--- src/rtl/mem_access_unit.sv ---
// Load/store sequencer between the CPU datapath and a word-wide data memory.
// Sub-word stores are read-modify-write; loads are lane-selected and extended.
//
// state | meaning
// IDLE  | waiting for req; latches the request and checks alignment
// READ  | word address on dm_addr, read in flight
// LATCH | dm_dout valid; load result or merged store word captured
// WRITE | dm_we high for one cycle
// RESP  | done pulse, err if the request was rejected
module mem_access_unit #(
  parameter int ADDR_W = 10
) (
  input  logic              clk,
  input  logic              rst,
  input  logic              req,
  input  logic              wr,
  input  logic [1:0]        size,
  input  logic              sext,
  input  logic [ADDR_W-1:0] addr,
  input  logic [31:0]       wdata,
  output logic              busy,
  output logic              done,
  output logic              err,
  output logic [31:0]       rdata,
  output logic [ADDR_W-1:0] dm_addr,
  output logic [31:0]       dm_din,
  output logic              dm_we,
  input  logic [31:0]       dm_dout
);

  typedef enum logic [2:0] {IDLE, READ, LATCH, WRITE, RESP} state_t;

  state_t      state_q, state_d;
  logic        wr_q;
  logic        sext_q;
  logic        err_q;
  logic [1:0]  size_q;
  logic [1:0]  lane_q;
  logic [15:0] wdata_q;
  logic        bad;
  logic [7:0]  byte_sel;
  logic [15:0] half_sel;
  logic [31:0] load_ext;
  logic [31:0] merged;

  assign bad = (size == 2'b11) ||
               ((size == 2'b10) && (addr[1:0] != 2'b00)) ||
               ((size == 2'b01) && addr[0]);

  assign busy  = (state_q != IDLE);
  assign done  = (state_q == RESP);
  assign err   = (state_q == RESP) && err_q;
  assign dm_we = (state_q == WRITE) && !rst;

  always_comb begin
    state_d = state_q;
    case (state_q)
      IDLE: begin
        if (req) begin
          if (bad)                        state_d = RESP;
          else if (wr && size == 2'b10)   state_d = WRITE;
          else                            state_d = READ;
        end
      end
      READ:    state_d = LATCH;
      LATCH:   state_d = wr_q ? WRITE : RESP;
      WRITE:   state_d = RESP;
      RESP:    state_d = IDLE;
      default: state_d = IDLE;
    endcase
  end

  // Lane extraction for loads and lane insertion for sub-word stores.
  always_comb begin
    byte_sel = dm_dout[{lane_q, 3'b000} +: 8];
    half_sel = dm_dout[{lane_q[1], 4'b0000} +: 16];
    case (size_q)
      2'b00:   load_ext = {{24{sext_q & byte_sel[7]}}, byte_sel};
      2'b01:   load_ext = {{16{sext_q & half_sel[15]}}, half_sel};
      default: load_ext = dm_dout;
    endcase
    merged = dm_dout;
    if (size_q == 2'b00)
      merged[{lane_q, 3'b000} +: 8] = wdata_q[7:0];
    else if (size_q == 2'b01)
      merged[{lane_q[1], 4'b0000} +: 16] = wdata_q;
  end

  always_ff @(posedge clk) begin
    if (rst) begin
      state_q <= IDLE;
      wr_q    <= 1'b0;
      sext_q  <= 1'b0;
      err_q   <= 1'b0;
      size_q  <= 2'b00;
      lane_q  <= 2'b00;
      wdata_q <= '0;
      rdata   <= '0;
      dm_addr <= '0;
      dm_din  <= '0;
    end else begin
      state_q <= state_d;
      case (state_q)
        IDLE: begin
          if (req) begin
            wr_q    <= wr;
            sext_q  <= sext;
            size_q  <= size;
            lane_q  <= addr[1:0];
            wdata_q <= wdata[15:0];
            err_q   <= bad;
            dm_addr <= {addr[ADDR_W-1:2], 2'b00};
            if (wr && size == 2'b10)
              dm_din <= wdata;
          end
        end
        LATCH: begin
          if (wr_q) dm_din <= merged;
          else      rdata  <= load_ext;
        end
        default: ;
      endcase
    end
  end

endmodule

--- config.mk ---
export PLATFORM = sky130hd
export DESIGN_NAME = mem_access_unit
export DESIGN_NICKNAME = d
export VERILOG_FILES = /design/src/rtl/mem_access_unit.sv
export SDC_FILE = /design/constraint.sdc
export NUM_CORES = 1
export LEC_CHECK = 0
export ABC_AREA = 1
export ABC_CLOCK_PERIOD_IN_PS = 2000
export CORE_ASPECT_RATIO = 0.7
export CORE_UTILIZATION = 45
export DETAILED_ROUTE_END_ITERATION = 8
export GPL_TIMING_DRIVEN = 0
export PLACE_DENSITY = 0.81
export SYNTH_ARGS = -nofsm -noshare
export SYNTH_HDL_FRONTEND = slang
export SYNTH_SLANG_ARGS = --single-unit
--- constraint.sdc ---
create_clock -name clk -period 2 [get_ports clk]
set_clock_uncertainty 0.2 [all_clocks]
set_input_delay 0.3 -clock clk [delete_from_list [all_inputs] [get_ports clk]]
set_output_delay 0.3 -clock clk [all_outputs]
set_load 0.05 [all_outputs]
==> metrics, run 1 <==
Max clock buf depth=2; Fin. Hold Viols=0; Slowest cell on crit path=clkdlybuf4s50_1; Util after Layout=66.47%; Synth Instances=1103; Post-Route WL=23550 µm; Peak VDD IR=0.0005009 V; Sink Count=98; Vias/cell=5.355; largest net degree at the start of global routing=22; area leader, netlist=dfxtp_1; Pins Over Slew Limit=0; dpl hpwl=17680 µm; Initial Util=47.11%; Worst slew margin=56.67%; CP Buf/Inv Count=1; Synth Cell Area=6334 µm²; core area=13440 µm²; synth-to-layout area growth=41.09%; Vias=7898; LEAKAGE=5.034 nW; Setup crit end kind=primary output; Slew @ Worst Pin=0.6499 ns; worst skew pair latency=0.35 ns; power density cells=739.1 nW/µm²; crit path time final=1.981 ns; kind of cell adding the most delay to the critical path=buffers and inverters; Fillers=1214; share of cells above drive strength 1=11.94%; first-pass GRT wire length=35840 µm; critical path, cell by cell=clkdlybuf4s50_1; chip height=101.3 µm; # setup viols final=0; clk root buf=clkbuf_16; Antenna Cells=0; worst hold slack=0.04595 ns; YS warnings=0; Synth Area per Inst=5.742 µm²; CP Max Fanout=2; startpoint types=register; initial antenna violation count=0; DRT iter0 DRCs=795; hold crit path type=in -> reg; number of placed cells counting well taps=1443; unrepaired setup endpoints after global routing=true; max cap viols=0; WS Path Type=reg -> out; DR pass1 iterations=5; total CTS buffers=9; synth top area cells=dfxtp_1, nand2_1, nor2_1; Seq. cell area=1967 µm²; clock-pin slew on the worst setup and hold paths=0.07 ns; TritonCTS clock tree=done; gpl congestion=0.9692; area taken by multi-input logic gates=3822 µm²; Die ar.=14560 µm²; nets=1371; Synth top area share=30.98%; distinct cell type count of the synthesized netlist=31; # H-tree levels=3; vias in the first global route=6771; die width=143.8 µm; fin crit share=99.03%; Tot GR Track Use=32.10%; Fmax=504.9 MHz; Overflow after GRT=0; sequential cell area fraction in the yosys report=30.98%; status=completed; row count=35; Port Buffer Count=154; Antenna Violating Nets Remaining=0; Seq cells post-synth=98; Routed wire per std cell=15.96 µm; non-filler instance count after layout=1475; DR DRC count=0; delay of the slowest critical-path stage=0.81 ns; io pins=159; WP data required=1.50 ns; Arr. time, crit path=1.48 ns; post-cts hold buffer count=0
## synthesized netlist by cell type
cell and instances:
nor2_1 152, a22oi_1 2, buf_6 1, o22ai_1 6, o21a_1 2, nor2_4 3, nand4_1 1, o21ai_0 69
a31oi_1 9, nand2_2 7, dfxtp_1 98, nor2_2 2, nand2_1 362, nand3b_1 1, buf_2 37, nand3_1 95
o211ai_1 3, nor4_1 1, buf_1 4, a21oi_1 104, clkinv_1 6, clkbuf_1 18, nand3_2 1, inv_2 7
ha_1 5, nor3_1 1, o21ai_4 1, inv_1 95, buf_4 5, or2_2 4, conb_1 1
## logic make-up after synthesis
logic type | synth area share [%]
AOI/OAI and AO/OA | 16.24
adders and majority gates | 0.9878
buffers and inverters | 11.40
DFF | 30.98
other | 0.05921
and+or+nand+nor | 40.34
## final timing paths
check	from	endpoint	slack [ns]	cells after the start
hold reg to reg	dm_addr[9]$_SDFFE_PP0P_	dm_addr[9]$_SDFFE_PP0P_	0.26	2
hold / removal	rst	dm_addr[2]$_SDFFE_PP0P_	0.05	2
setup reg to reg	lane_q[1]$_SDFFE_PP0P_	rdata[15]$_SDFFE_PP0P_	0.04	11
setup / recovery	rdata[5]$_SDFFE_PP0P_	rdata[5]	0.02	1
## flip-flops by register name, summed over array words and instances, names as in the netlist
signal and cells:
dm_addr 8, dm_din 32, err_q 1, lane_q 2, rdata 32, sext_q 1
size_q 2, state_q 3, wdata_q 16, wr_q 1
## placed cells by master (no fill, tap or decap), types with 6 or more instances in the layout
cell,synthesis,layout
nor2_4,3,10
dfxtp_1,98,94
clkbuf_16,0,10
clkbuf_1,18,14
clkdlybuf4s50_1,0,81
a31oi_1,9,9
nor2_2,2,15
dlygate4sd2_1,0,23
o21ai_0,69,65
nand3_1,95,87
inv_2,7,8
nand3_2,1,8
buf_2,37,29
dlymetal6s2s_1,0,46
nand2_2,7,7
inv_1,95,91
nand2_1,362,360
nor2_1,152,132
a21oi_1,104,104
o22ai_1,6,6
buf_4,5,19
## per-layer routing
| layer | vias to the layer above | track usage, % | share of wire, % |
|---|---|---|---|
| li1 | 3854 | - | - |
| met1 | 3539 | 46.84 | 45 |
| met2 | 464 | 46.15 | 41 |
| met3 | 41 | 7.329 | 12 |
| met4 | 0 | 10.56 | 2.4 |
| met5 | - | 0 | 0 |
## per-stage QoR
| step | setup slack (ns) | cell area, µm² | total power, mW | setup TNS (ns) |
|---|---|---|---|---|
| global route | -0.03524 | 8936 | 6.907 | -0.1341 |
| detailed placement | -0.4828 | 8134 | 4.556 | -13.87 |
| finish | 0.01940 | 8936 | 6.604 | 0 |
| global placement | -0.4734 | 8134 | 4.533 | -12.91 |
| floorplan | -0.03686 | 6361 | 3.770 | -0.7497 |
| CTS | 0.0001893 | 8548 | 6.410 | 0 |
## timing repair
action	CTS	global route
setup buffers	4	11
resized for setup	63	108
setup endpoints to repair	60	100
pin swaps	2	17
gates cloned	1	1
## report_power, final
part	total (mW)	internal (mW)	switching, mW	leakage (nW)
Combinational	2.53	0.872	1.66	4.08
Clock	1.84	0.994	0.843	0.149
Sequential	2.24	2.11	0.131	0.801
Total	6.60	3.97	2.63	5.03
## final cells by class
cell class	instances	area share, %
multi-input cells	833	42.78
flip-flops and latches	98	22.01
repair buffers	171	20.25
inverters	108	4.845
plain buffers	64	4.074
well taps	185	2.590
clock buffers	9	2.520
clock inverters	7	0.9381
No activity file was read; power rests on OpenSTA's default activity.
==> run 2: changes to the inputs <==
--- a/config.mk
+++ b/config.mk
@@ -6,12 +6,12 @@
 export NUM_CORES = 1
 export LEC_CHECK = 0
 export ABC_AREA = 1
-export ABC_CLOCK_PERIOD_IN_PS = 2000
+export ABC_CLOCK_PERIOD_IN_PS = 2600
 export CORE_ASPECT_RATIO = 0.7
-export CORE_UTILIZATION = 45
+export CORE_UTILIZATION = 54
 export DETAILED_ROUTE_END_ITERATION = 8
 export GPL_TIMING_DRIVEN = 0
-export PLACE_DENSITY = 0.81
+export PLACE_DENSITY = 0.91
 export SYNTH_ARGS = -nofsm -noshare
 export SYNTH_HDL_FRONTEND = slang
 export SYNTH_SLANG_ARGS = --single-unit
==> constraint.sdc (replaced) <==
create_clock -name clk -period 2.6 [get_ports clk]
set_clock_uncertainty 0.2 [all_clocks]
set_input_delay 0.39 -clock clk [delete_from_list [all_inputs] [get_ports clk]]
set_output_delay 0.39 -clock clk [all_outputs]
set_load 0.05 [all_outputs]
==> run 2 against run 1 <==
Compared with the run above: power shrank 24%; largest power group unchanged; sequential share of layout area grew 1.3 points; critical path type unchanged; highest routed layer unchanged; largest cell class unchanged; combinational power is 28% lower.
==> metrics, run 2 (synthesis results as in run 1) <==
status=completed (unchanged); Overflow after GRT=0 (unchanged); Antenna Violating Nets Remaining=0 (unchanged); Arr. time, crit path=1.90 ns (was 1.48 ns); synth-to-layout area growth=32.95% (was 41.09%); chip height=92.61 µm (was 101.3 µm); number of placed cells counting well taps=1411 (was 1443); initial antenna violation count=0 (unchanged); non-filler instance count after layout=1425 (was 1475); Pins Over Slew Limit=0 (unchanged); fin crit share=95.61%; crit path time final=2.486 ns; dpl hpwl=17810 µm (was 17680 µm); TNS Setup=0 ns (unchanged); Slowest cell on crit path=clkdlybuf4s50_1 (unchanged); Slew @ Worst Pin=0.6869 ns (was 0.6499 ns); clk root buf=clkbuf_16 (unchanged); DRT iter0 DRCs=968 (was 795); gpl congestion=0.9922 (was 0.9692); unrepaired setup endpoints after global routing=false (was true); worst skew pair latency=0.35 ns (about the same); Sink Count=98 (unchanged); Post-CTS Setup Inserts=0 (was 4); DR pass1 iterations=6 (was 5); core area=11210 µm² (was 13440 µm²); WP data required=2.01 ns (was 1.50 ns); Vias/cell=5.629 (was 5.355); Initial Util=56.50% (was 47.11%); clock-pin slew on the worst setup and hold paths=0.07 ns (about the same); # setup viols final=0 (unchanged); Tot GR Track Use=39.65% (was 32.10%); Fin. Hold Viols=0 (unchanged); Antenna Cells=0 (unchanged); largest net degree at the start of global routing=16 (was 22); share of cells above drive strength 1=7.154% (was 11.94%); Fmax=402.3 MHz; Die ar.=12170 µm² (was 14560 µm²); first-pass GRT wire length=37830 µm (was 35840 µm); hold crit path type=in -> reg (unchanged); die width=131.4 µm (was 143.8 µm); LEAKAGE=3.973 nW (was 5.034 nW); kind of cell adding the most delay to the critical path=buffers and inverters (unchanged); most common cell after layout, fill and taps aside=nand2_1 (unchanged); CP Max Fanout=6 (was 2); # H-tree levels=3 (unchanged); CP Buf/Inv Count=1 (unchanged); Port Buffer Count=154 (unchanged); Max clock buf depth=2 (unchanged); most frequent cells in the layout=nand2_1, clkdlybuf4s50_1, nor2_1 (was nand2_1, nor2_1, a21oi_1); nets=1354 (was 1371); vias in the first global route=7328 (was 6771); DR DRC count=0 (unchanged); TritonCTS clock tree=done (unchanged); Worst slew margin=54.21% (was 56.67%); Post-Route WL=23620 µm (was 23550 µm); row count=32 (was 35); delay of the slowest critical-path stage=0.81 ns (about the same); Peak VDD IR=0.0003527 V (was 0.0005009 V); io pins=159 (unchanged); Vias=8022 (was 7898); critical path, cell by cell=nand3_1 > nor2_1 > clkdlybuf4s50_1 (was clkdlybuf4s50_1); max cap viols=0 (unchanged); WS Path Type=reg -> out (unchanged); startpoint types=register (unchanged); Fillers=995 (was 1214); power density cells=595.1 nW/µm² (was 739.1 nW/µm²); Routed wire per std cell=16.57 µm (was 15.96 µm); top flop regs=dm_din: 32 flops, rdata: 32 flops, wdata_q: 16 flops (unchanged); total CTS buffers=9 (unchanged); Setup crit end kind=primary output (unchanged)
[run 2: cell count changes in the layout (fill, tap and decap cells not counted), moves of 5 or more]
| cell | before | now |
|---|---|---|
| dlygate4sd2_1 | 23 | 0 |
| nor2_4 | 10 | 4 |
| nand3_2 | 8 | 2 |
| buf_2 | 29 | 34 |
| nand3_1 | 87 | 94 |
| dlymetal6s2s_1 | 46 | 0 |
| buf_4 | 19 | 6 |
| nor2_2 | 15 | 5 |
| clkbuf_1 | 14 | 19 |
| nor2_1 | 132 | 148 |
| clkdlybuf4s50_1 | 81 | 154 |
[run 2: area by class of cell]
type                       count  area, µm²  area share [%]
multi-input combinational    833       3674           43.63
buffer                        64      316.6           3.759
timing repair buffer         154       1541           18.31
tap                          153      191.4           2.273
sequential                    98       1962           23.30
clock inverter                 4      76.32          0.9064
inverter                     108      416.7           4.948
clock buffer                  11      242.7           2.883
[run 2: worst paths after layout]
kind              depth (start not counted)                      end  slack, ns                     from
setup / recovery                          3                    dm_we       0.11  state_q[1]$_SDFFE_PP0N_
hold / removal                            2  dm_addr[2]$_SDFFE_PP0P_       0.14                      rst
hold reg to reg                           2  dm_addr[2]$_SDFFE_PP0P_       0.27  dm_addr[2]$_SDFFE_PP0P_
setup reg to reg                         13  dm_din[18]$_SDFFE_PP0P_       0.12   lane_q[1]$_SDFFE_PP0P_
[run 2: power by group]
group	switching, mW	internal, mW
logic	1.23	0.595
registers	0.0998	1.62
clock network	0.600	0.867
[run 2: repair_timing]
item,in CTS,in global routing
setup endpoints to repair,31,31
resized for setup,7,8
hold buffers,0,0
[run 2: through the flow]
stage / total power, mW / worst slack, ns / hold WS [ns] / utilization, % / area [µm²]
final: 5.011 / 0.1141 / 0.1376 / 75.11 / 8421
after global routing: 5.235 / 0.01542 / 0.1490 / 75.11 / 8421
after CTS: 4.939 / 0.008087 / 0.1378 / 75.02 / 8411
after detailed placement: 3.494 / -0.2163 / 0.2520 / 71.99 / 8070
after global placement: 3.463 / -0.1934 / 0.2482 / 71.99 / 8070
after floorplan: 2.888 / 0.1011 / 0.2448 / - / 6337
[run 2: layer usage]
layer / track usage (%) / vias up / wire length [µm]
met1: 54.92 / 3541 / 9922
met4: 16.96 / 0 / 887
met3: 8.484 / 86 / 3204
met2: 59.26 / 589 / 9601
li1: - / 3806 / -
met5: 0 / - / 0
